<file path="src/rtl/piso_serializer.sv">
// Parallel-in / serial-out frame serializer.
// A word is captured from par_in when the block is idle and load_valid is
// high, then shifted out one bit per enabled cycle (MSB-first or LSB-first,
// chosen at load time), followed by a single-cycle done pulse.
module piso_serializer #(
  parameter int WIDTH = 4
) (
  input  logic             clk,
  input  logic             rst,
  input  logic             ena,
  input  logic             leri,
  input  logic [WIDTH-1:0] par_in,
  input  logic             load_valid,
  output logic             load_ready,
  output logic             data_out,
  output logic             out_valid,
  output logic             done
);

  localparam int CNT_W = (WIDTH > 1) ? $clog2(WIDTH) : 1;
  localparam logic [CNT_W-1:0] CNT_LAST = CNT_W'(WIDTH - 1);

  typedef enum logic [1:0] {
    IDLE  = 2'd0,
    SHIFT = 2'd1,
    DONE  = 2'd2
  } state_t;

  state_t           state_q;
  state_t           state_d;
  logic [WIDTH-1:0] shift_q;
  logic             dir_q;
  logic [CNT_W-1:0] cnt_q;

  logic             load_fire;
  logic             shift_fire;
  logic             last_bit;

  // One shift step: dir=1 moves toward the MSB (MSB leaves first), dir=0
  // moves toward the LSB. The vacated end is always zero-filled.
  function automatic logic [WIDTH-1:0] shift_step(input logic [WIDTH-1:0] word,
                                                  input logic             dir);
    logic [WIDTH-1:0] res;
    if (dir) begin
      res = {word[WIDTH-2:0], 1'b0};
    end else begin
      res = {1'b0, word[WIDTH-1:1]};
    end
    return res;
  endfunction

  // The bit currently presented on the line depends only on stored state.
  function automatic logic head_bit(input logic [WIDTH-1:0] word,
                                    input logic             dir);
    return dir ? word[WIDTH-1] : word[0];
  endfunction

  assign load_fire  = (state_q == IDLE) && load_valid;
  assign shift_fire = (state_q == SHIFT) && ena;
  assign last_bit   = (cnt_q == CNT_LAST);

  // State register; reset drops straight back to IDLE, abandoning any frame.
  always_ff @(posedge clk or negedge rst) begin
    if (!rst) begin
      state_q <= IDLE;
    end else begin
      state_q <= state_d;
    end
  end

  // Next-state and per-state outputs; data_out is driven from registers only.
  always_comb begin
    state_d    = state_q;
    load_ready = 1'b0;
    out_valid  = 1'b0;
    done       = 1'b0;
    data_out   = 1'b0;
    unique case (state_q)
      IDLE: begin
        load_ready = 1'b1;
        if (load_valid) begin
          state_d = SHIFT;
        end
      end
      SHIFT: begin
        out_valid = 1'b1;
        data_out  = head_bit(shift_q, dir_q);
        if (ena && last_bit) begin
          state_d = DONE;
        end
      end
      DONE: begin
        done    = 1'b1;
        state_d = IDLE;
      end
      default: begin
        state_d = IDLE;
      end
    endcase
  end

  // Frame datapath: capture on load, shift and count on each enabled bit.
  // The counter parks on its last value so it never wraps inside a frame.
  always_ff @(posedge clk or negedge rst) begin
    if (!rst) begin
      shift_q <= '0;
      dir_q   <= 1'b0;
      cnt_q   <= '0;
    end else if (load_fire) begin
      shift_q <= par_in;
      dir_q   <= leri;
      cnt_q   <= '0;
    end else if (shift_fire) begin
      shift_q <= shift_step(shift_q, dir_q);
      if (!last_bit) begin
        cnt_q <= cnt_q + CNT_W'(1);
      end
    end
  end

endmodule

</file>
<file path="config.mk">
export PLATFORM = sky130hd
export DESIGN_NAME = piso_serializer
export DESIGN_NICKNAME = d
export VERILOG_FILES = /design/src/rtl/piso_serializer.sv
export SDC_FILE = /design/constraint.sdc
export NUM_CORES = 1
export LEC_CHECK = 0
export CORE_AREA = 5 5 42 44
export CTS_BUF_LIST = sky130_fd_sc_hd__clkbuf_4 sky130_fd_sc_hd__clkbuf_8 sky130_fd_sc_hd__clkbuf_16
export DETAILED_ROUTE_END_ITERATION = 10
export DIE_AREA = 0 0 47 49
export GPL_ROUTABILITY_DRIVEN = 0
export PLACE_DENSITY = 0.67
export SYNTH_ARGS = -nofsm -noshare
export SYNTH_HDL_FRONTEND = slang
export SYNTH_SLANG_ARGS = --single-unit
</file>
<file path="constraint.sdc">
create_clock -name clk -period 1.54 [get_ports clk]
set_input_delay 0.308 -clock clk [delete_from_list [all_inputs] [get_ports clk]]
set_output_delay 0.308 -clock clk [all_outputs]
set_load 0.02 [all_outputs]
</file>
==> results.txt, run 1 <==
CTS hold repair buffers - 0
Worst-margin pin slew - 0.415 ns
Clock root buffer - clkbuf_4
Min Tclk post-route - 1.52 ns
Netlist area before placement - 500 µm²
Required time of the critical path - 1.68 ns
Count of pins over their slew limit - 0
Unrepaired setup endpoints after global routing - true
Largest cells by area after synthesis - dfrtp_1, mux2_2, mux2i_1, nor2_1, nor3b_4
Worst skew pair latency - 0.26 ns
Drt pass-1 iters - 4
Initial DRC count - 2
Synth area leader - dfrtp_1
Mean Syn Cell Area - 12.2 µm²
RR Startpoint - state_q[1]$_DFFE_PN0P_
Routed wire length - 1010 µm
Max_cap viols - 0
Placed Cells - 75
Layout Cells excl Fill - 82
Clock Path Buffers - 2
Largest net degree at the start of global routing - 10
Synth top area share - 45.0%
IO buf count - 12
DP Wirelength - 787 µm
Routed len/inst - 12.3 µm
Clock skew - 0.00186 ns
Worst R2R End - shift_q[1]$_DFFE_PN0P_
Commonest non-fill, non-tap cell in the layout - dfrtp_1
DIE WIDTH - 47 µm
Reg2Reg Setup Slack - 0.02 ns
Chip Height - 49 µm
Row count - 14
Synth cell types - 16
Tot Pwr - 1.29 mW
Vias - 382
TritonCTS clock tree - yes
Final hold vios - 0
DP Area - 686 µm²
First-pass GRT wire length - 1740 µm
Mapped Cells - 41
Final setup viols - 0
Net Count, Synth - 51
HP Class - input pin to async pin
CTS sink count - 9
Startpoint types - register
Max VDD drop - 692 µV
Post-route ant nets - 0
Lkg Pwr - 0.379 nW
Initial antenna violation count - 0
Most frequent cells in the layout - dfrtp_1, clkdlybuf4s50_1, buf_4
Nets - 77
Register area share after synthesis - 45.0%
Synth Register Bits - 9
Layout cells sized above 1 - 48.5%
Vias per cell - 4.66
IO Pins - 13
Die area - 2300 µm²
DRC violations left - 0
Reg2Reg Depth - 5
Fin worst setup slack - 0.0243 ns
Slew margin rel. - 72.2%
PwrDens - 1730 nW/µm²
CP endpoint kind - register
Core ar. - 1400 µm²
Ys Warns - 0
Place WS - -0.320 ns
TritonCTS buffer count - 3
Area growth, synth to finish - 49.5%
Inserted Diodes - 0
Status - complete, no violations
Max FO, Critical Path - 5
Worst Path Arrival - 1.66 ns
Tcrit/Tclk final - 98.4%
Htree depth - 1
FMAX - 660 MHz
Residual overflow from global routing - 0
Vias in the first global route - 386
Clock slew at reported path FFs - 0.06 ns
CP Class - register to register
Starting Density - 35.7%
Design Area, Final - 748 µm²
Gr usage total - 10.6%
[sequential cells by signal, indices dropped and copies added (netlist names)]
register  count
dir_q         1
shift_q       4
state_q       2
cnt_q         2
[cell usage after synthesis]
cell      instances
and3_1            1
mux2_2           10
nor2_1            5
mux2i_1           4
or2_2             1
dfrtp_1           9
and2b_2           1
and4bb_2          1
a21oi_1           1
nor3b_4           1
xnor2_1           1
inv_1             2
nand2_1           1
and2b_1           1
nand2b_1          1
ha_1              1
[routing by layer]
layer | wire (µm) | global-route usage, % | part of all wire, %
met1 | 462 | 13.9 | 46
met2 | 457 | 15.2 | 45
met3 | 70 | 3.32 | 7.0
met4 | 14 | 5.53 | 1.4
met5 | 0 | 0 | 0
[power by group]
group | leakage [nW] | internal, mW | total (mW) | switching, mW
combinational | 0.248 | 0.415 | 0.678 | 0.263
clock | 0.0184 | 0.118 | 0.200 | 0.0829
sequential | 0.113 | 0.333 | 0.413 | 0.0797
total | 0.379 | 0.865 | 1.29 | 0.426
[worst max-delay path: stages, from the launching register on]
cell and delay (ns):
dfrtp_1 0.40, buf_6 0.14, nor3b_4 0.17, buf_6 0.14, mux2_4 0.30, mux2_4 0.26
[logic make-up (layout without fill, tap and decap cells)]
family | Yosys count | in the layout | synth area share [%]
compound gates | 1 | 1 | 0.999
flops | 9 | 9 | 45.0
buf+inv | 2 | 27 | 1.50
xor+xnor | 1 | 1 | 1.75
simple gates | 13 | 13 | 17.8
fa+ha+maj | 1 | 1 | 2.50
mux | 14 | 14 | 30.5
[how the worst max path moves through the flow]
stage / from / end / slack [ns] / cells past startpoint
floorplan: state_q[1]$_DFFE_PN0P_ / shift_q[0]$_DFFE_PN0P_ / 0.05 / 3
global placement: load_valid / shift_q[1]$_DFFE_PN0P_ / -0.32 / 4
detailed placement: load_valid / shift_q[1]$_DFFE_PN0P_ / -0.32 / 4
CTS: state_q[1]$_DFFE_PN0P_ / shift_q[2]$_DFFE_PN0P_ / 0.0005 / 5
global route: state_q[1]$_DFFE_PN0P_ / shift_q[0]$_DFFE_PN0P_ / -0.04 / 5
finish: state_q[1]$_DFFE_PN0P_ / shift_q[1]$_DFFE_PN0P_ / 0.02 / 5
[timing repair]
item | 4_1_cts | 5_1_grt
pin swaps | 1 | 0
setup buffers | 1 | 2
resized for setup | 17 | 7
setup endpoints to repair | 7 | 7
[metrics by stage]
stage | util (%) | hold WS [ns] | setup TNS, ns
after detailed placement | 48.9 | 0.520 | -1.43
final | 53.4 | 0.348 | 0
after floorplan | - | 0.0124 | 0
after CTS | 53.1 | 0.367 | 0
after global placement | 48.9 | 0.512 | -1.29
after global routing | 53.4 | 0.367 | -0.0990
[area by class of cell]
| type | instances | area [µm²] |
|---|---|---|
| fill | 132 | 653 |
| multi-input combinational | 30 | 287 |
| sequential | 9 | 226 |
| timing repair buffer | 21 | 178 |
| clock buffer | 4 | 30.0 |
| tap | 16 | 20.0 |
| inverter | 2 | 7.51 |
No activity file was read; power rests on OpenSTA's default activity.
==> run 2, diff against run 1 <==
Settings changed: CORE_AREA 5 5 42 44 to unset, CORE_MARGIN set to 5, CORE_UTILIZATION set to 30, DIE_AREA 0 0 47 49 to unset, PLACE_DENSITY 0.67 to unset.
==> results.txt, run 2 (synthesis gave the netlist of run 1 again) <==
DRC violations left - 0 (unchanged)
Area growth, synth to finish - 48.0%
Residual overflow from global routing - 0 (unchanged)
Vias in the first global route - 360 (-6.7%)
Die area - 2590 µm² (+12%)
Failing checks - negative setup slack
Worst-margin pin slew - 0.409 ns (-0.00629 ns)
Vias per cell - 4.59 (-1.6%)
Tcrit/Tclk final - 101% (+2.5 points)
CTS sink count - 9 (unchanged)
Max FO, Critical Path - 4 (-1)
Reg area - 225 µm² (-0.55%)
Min Tclk post-route - 1.55 ns (+0.0390 ns)
Status - finished, violations left
FILL cells - 150 (+14%)
Placed Cells - 75 (unchanged)
Routed len/inst - 12.9 µm (+5.1%)
Starting Density - 32.5% (-3.2 points)
DP Wirelength - 843 µm (+7.1%)
Commonest non-fill, non-tap cell in the layout - dfrtp_1
Largest net degree at the start of global routing - 10 (unchanged)
Largest registers in the final layout - shift_q (4), cnt_q (2), state_q (2)
Row count - 14 (unchanged)
Worst skew pair latency - 0.25 ns (about the same)
Nets - 77 (unchanged)
Layout Cells excl Fill - 82 (unchanged)
Final setup viols - 3 (+3)
Gr usage total - 8.72% (-1.9 points)
Count of pins over their slew limit - 0 (unchanged)
Multi-input logic area - 287 µm² (unchanged)
CP endpoint kind - register
Max VDD drop - 855 µV (+24%)
WHS - 0.350 ns (+0.00140 ns)
Flip-flop count of the largest register after layout - 4 (unchanged)
Switch share - 32.8% (-0.19 points)
Final hold vios - 0 (unchanged)
Clock slew at reported path FFs - 0.06 ns (about the same)
Layout cells sized above 1 - 47.0% (-1.5 points)
Max_cap viols - 0 (unchanged)
Fin worst setup slack - -0.0146 ns (-0.0390 ns)
Unrepaired setup endpoints after global routing - true
IO Pins - 13 (unchanged)
DIE WIDTH - 50.8 µm (+8.2%)
Htree depth - 1 (unchanged)
Finished Core Util - 48.1% (-5.3 points)
Clock Power Share - 14.7% (-0.8 points)
Clock Path Buffers - 2 (unchanged)
Startpoint types - input pin
Vias - 376 (-1.6%)
Lkg Pwr - 0.374 nW (-1.3%)
Cell Int Power - 0.878 mW (+1.4%)
Clock skew - 0.00405 ns (+0.00219 ns)
Comb power frac - 54.9% (+2.4 points)
Post-route ant nets - 0 (unchanged)
HP Class - input pin to async pin
First-pass GRT wire length - 1680 µm (-3.2%)
CP Class - input pin to register
Setup TNS - -0.0372 ns (-0.0372 ns)
TritonCTS buffer count - 3 (unchanged)
Switching power total - 0.428 mW (+0.57%)
Slew margin rel. - 72.7% (+0.42 points)
Reg with most FFs - shift_q
Initial DRC count - 3 (+1)
IO buf count - 12 (unchanged)
Drt pass-1 iters - 2 (-2)
Required time of the critical path - 1.68 ns (about the same)
FMAX - 643 MHz (-2.5%)
Clock root buffer - clkbuf_4
Core ar. - 1540 µm² (+10%)
TritonCTS clock tree - yes
PwrDens - 1760 nW/µm² (+2.2%)
Most frequent cells in the layout - dfrtp_1, clkdlybuf4s50_1, buf_4
Inserted Diodes - 0 (unchanged)
Chip Height - 50.8 µm (+3.8%)
Seq pwr share - 30.5% (-1.5 points)
Worst Path Arrival - 1.70 ns (+0.04 ns)
Reg2Reg Setup Slack - 0 ns (-0.02 ns)
Routed wire length - 1060 µm (+5.1%)
CTS hold repair buffers - 0 (unchanged)
Initial antenna violation count - 0 (unchanged)
## run 2: path summary, 6_finish.rpt
check	startpoint	end	cells past startpoint
max in group asynchronous	rst	cnt_q[1]$_DFFE_PN0P_	1
min in group clk	shift_q[1]$_DFFE_PN0P_	shift_q[1]$_DFFE_PN0P_	1
worst max register to register	state_q[0]$_DFFE_PN0P_	shift_q[1]$_DFFE_PN0P_	4
worst min register to register	shift_q[1]$_DFFE_PN0P_	shift_q[1]$_DFFE_PN0P_	1
worst min-delay path	rst	shift_q[1]$_DFFE_PN0P_	1
worst max-delay path	load_valid	shift_q[1]$_DFFE_PN0P_	4
## run 2: through the flow
step                      setup slack (ns)  cell area (µm²)  power (mW)
after floorplan                     0.0466              500       0.802
after global placement              -0.258              686        1.04
after detailed placement            -0.286              686        1.05
after CTS                          -0.0167              762        1.35
after global routing               -0.0535              741        1.41
final                              -0.0146              741        1.31
## run 2: power by group through the flow
stage | Sequential [mW] | Clock, mW | Combinational, mW
6_report | 0.398 | 0.192 | 0.717
5_1_grt | 0.409 | 0.219 | 0.780
4_1_cts | 0.399 | 0.202 | 0.745
3_5_place_dp | 0.403 | 0 | 0.648
3_3_place_gp | 0.400 | 0 | 0.641
2_1_floorplan | 0.407 | 0 | 0.395
## run 2: layout make-up
| type | instances | share of cell area [%] |
|---|---|---|
| Clock buffer | 4 | 4.05 |
| Inverter | 2 | 1.01 |
| Multi-Input combinational cell | 30 | 38.7 |
| Sequential cell | 9 | 30.4 |
| Tap cell | 16 | 2.70 |
| Timing Repair Buffer | 21 | 23.1 |
## run 2: worst max-delay path: stages
cell,delay (ns)
clkdlybuf4s50_1,0.48
nor3b_4,0.32
mux2_4,0.33
mux2_2,0.26
## run 2: timing repair
action	in CTS	in global routing
resized for setup	15	4
pin swaps	1	1
setup endpoints to repair	7	9
buffers inserted	3	0
## run 2: per-layer routing
metal  up-vias  track usage (%)  wire length, µm
met4         0             1.28                0
li1        193                -                -
met2         7             13.6              496
met5         -                0                0
met1       176             10.9              505
met3         0             4.65               54
==> run 3, diff against run 2 <==
==> constraint.sdc (replaced) <==
create_clock -name clk -period 1.54 [get_ports clk]
set_input_delay 0.154 -clock clk [delete_from_list [all_inputs] [get_ports clk]]
set_output_delay 0.154 -clock clk [all_outputs]
set_load 0.02 [all_outputs]
==> results.txt, run 3 (synthesis gave the netlist of run 1 again) <==
Status - complete, no violations
Place WS - -0.121 ns (+0.165 ns)
Max_cap viols - 0 (unchanged)
Worst skew pair latency - 0.25 ns (about the same)
Layout cells sized above 1 - 38.7% (-8.3 points)
Drt pass-1 iters - 2 (unchanged)
Worst Path Arrival - 1.32 ns (-0.38 ns)
Max stage delay on crit path - 0.43 ns (-0.05 ns)
Residual overflow from global routing - 0 (unchanged)
Clock skew - 0.00575 ns (+0.00170 ns)
Core ar. - 1540 µm² (unchanged)
Tot Pwr - 1.19 mW (-8.8%)
Wire length on met1 - 487 µm (-3.6%)
Vias per cell - 4.76 (+3.7%)
Die area - 2590 µm² (unchanged)
Max FO, Critical Path - 4 (unchanged)
Commonest non-fill, non-tap cell in the layout - mux2_2
Met2 wire length - 416 µm (-16%)
Worst path slowest cell - dfrtp_1
Finished Core Util - 45.9% (-2.2 points)
Met3 routed WL - 62 µm (+15%)
CTS sink count - 9 (unchanged)
Final hold vios - 0 (unchanged)
CP Class - register to output pin
Nets - 73 (-5.2%)
IO Pins - 13 (unchanged)
TritonCTS clock tree - yes
First-pass GRT wire length - 1690 µm (+0.42%)
Initial antenna violation count - 0 (unchanged)
Largest registers in the final layout - shift_q (4), cnt_q (2), state_q (2)
IO buf count - 12 (unchanged)
Max VDD drop - 955 µV (+12%)
DP Area - 678 µm² (-1.1%)
Vias in the first global route - 391 (+8.6%)
Tcrit/Tclk final - 95.8% (-5.2 points)
Design Area, Final - 707 µm² (-4.6%)
Unrepaired setup endpoints after global routing - true
Clock slew at reported path FFs - 0.06 ns (about the same)
Lkg Pwr - 0.346 nW (-7.5%)
Count of pins over their slew limit - 0 (unchanged)
TritonCTS buffer count - 3 (unchanged)
Vias - 371 (-1.3%)
FMAX - 678 MHz (+5.4%)
Fin worst setup slack - 0.0649 ns (+0.0795 ns)
CP endpoint kind - output pin
Routed len/inst - 12.4 µm (-3.8%)
Clock root buffer - clkbuf_4
Reg with most FFs - shift_q
DP Wirelength - 777 µm (-7.8%)
Inserted Diodes - 0 (unchanged)
Final setup viols - 0 (-3)
Placed Cells - 74 (-1.3%)
Clock Path Buffers - 2 (unchanged)
Starting Density - 32.5% (unchanged)
Largest net degree at the start of global routing - 10 (unchanged)
Top sig layer - met3
Critical-path cell list - nand2b_1, nor2_1, clkdlybuf4s15_1
Layout Cells excl Fill - 78 (-4.9%)
WHS - 0.189 ns (-0.161 ns)
DIE WIDTH - 50.8 µm (unchanged)
Slew margin rel. - 73.7% (+1.0 points)
Htree depth - 1 (unchanged)
Chip Height - 50.8 µm (unchanged)
Post-route ant nets - 0 (unchanged)
DRC violations left - 0 (unchanged)
Required time of the critical path - 1.39 ns (-0.29 ns)
Most frequent cells in the layout - mux2_2, dfrtp_1, clkdlybuf4s50_1
Worst-margin pin slew - 0.393 ns (-0.0156 ns)
Initial DRC count - 1 (-2)
Setup TNS - 0 ns (+0.0372 ns)
Min Tclk post-route - 1.48 ns (-0.0795 ns)
Startpoint types - register
PwrDens - 1690 nW/µm² (-4.4%)
HP Class - input pin to async pin
CTS hold repair buffers - 0 (unchanged)
Routed wire length - 966 µm (-8.5%)
Gr usage total - 8.59% (-0.13 points)
Area growth, synth to finish - 41.2%
Row count - 14 (unchanged)
Flip-flop count of the largest register after layout - 4 (unchanged)
run 3: cell count changes in the layout (fill, tap and decap cells not counted):
| cell | before | now |
|---|---|---|
| mux2_4 | 5 | 0 |
| mux2_2 | 5 | 10 |
| clkbuf_2 | 3 | 0 |
| buf_6 | 1 | 0 |
| buf_2 | 1 | 0 |
| dlygate4sd2_1 | 0 | 2 |
| dfrtp_1 | 9 | 8 |
| buf_4 | 8 | 5 |
| clkdlybuf4s15_1 | 0 | 2 |
| dfrtp_2 | 0 | 1 |
run 3: path summary, 6_finish.rpt:
kind                                              from                endpoint  slack [ns]  depth (start not counted)
max in group asynchronous                          rst  state_q[0]$_DFFE_PN0P_        1.05                          1
worst max register to register  state_q[0]$_DFFE_PN0P_  shift_q[2]$_DFFE_PN0P_        0.07                          3
worst max-delay path            state_q[1]$_DFFE_PN0P_                data_out        0.06                          3
min in group clk                                  leri       dir_q$_DFFE_PN0P_        0.51                          2
worst min register to register    cnt_q[1]$_DFFE_PN0P_    cnt_q[1]$_DFFE_PN0P_        0.53                          2
worst min-delay path                               rst  shift_q[0]$_DFFE_PN0P_        0.19                          1
run 3: final cells by class:
type	instances	area, µm²
inverter	2	7.51
multi-input combinational	30	268
fill	150	835
clock buffer	4	30.0
timing repair buffer	17	155
sequential	9	226
tap	16	20.0
run 3: per-layer routing:
layer / track usage, % / vias to the layer above
met4: 2.55 / 0
met2: 12.0 / 11
met5: 0 / -
met3: 4.94 / 0
met1: 11.2 / 176
li1: - / 184
run 3: what timing repair did:
item                                    4_1_cts  5_1_grt
buffers inserted                              0        0
pin swaps                                     0        1
endpoints found under the setup margin        4        4
gates resized for setup                       4        3
run 3: report_power, final:
group / internal (mW) / total (mW) / switching [mW] / leakage, nW
registers: 0.333 / 0.432 / 0.0988 / 0.113
logic: 0.342 / 0.569 / 0.227 / 0.215
clock network: 0.117 / 0.190 / 0.0736 / 0.0184
run 3: critical path, delay by kind of cell (launching register included):
family | cells | cell delay, ns
buffers and inverters | 1 | 0.31
DFF | 1 | 0.43
and+or+nand+nor | 2 | 0.34
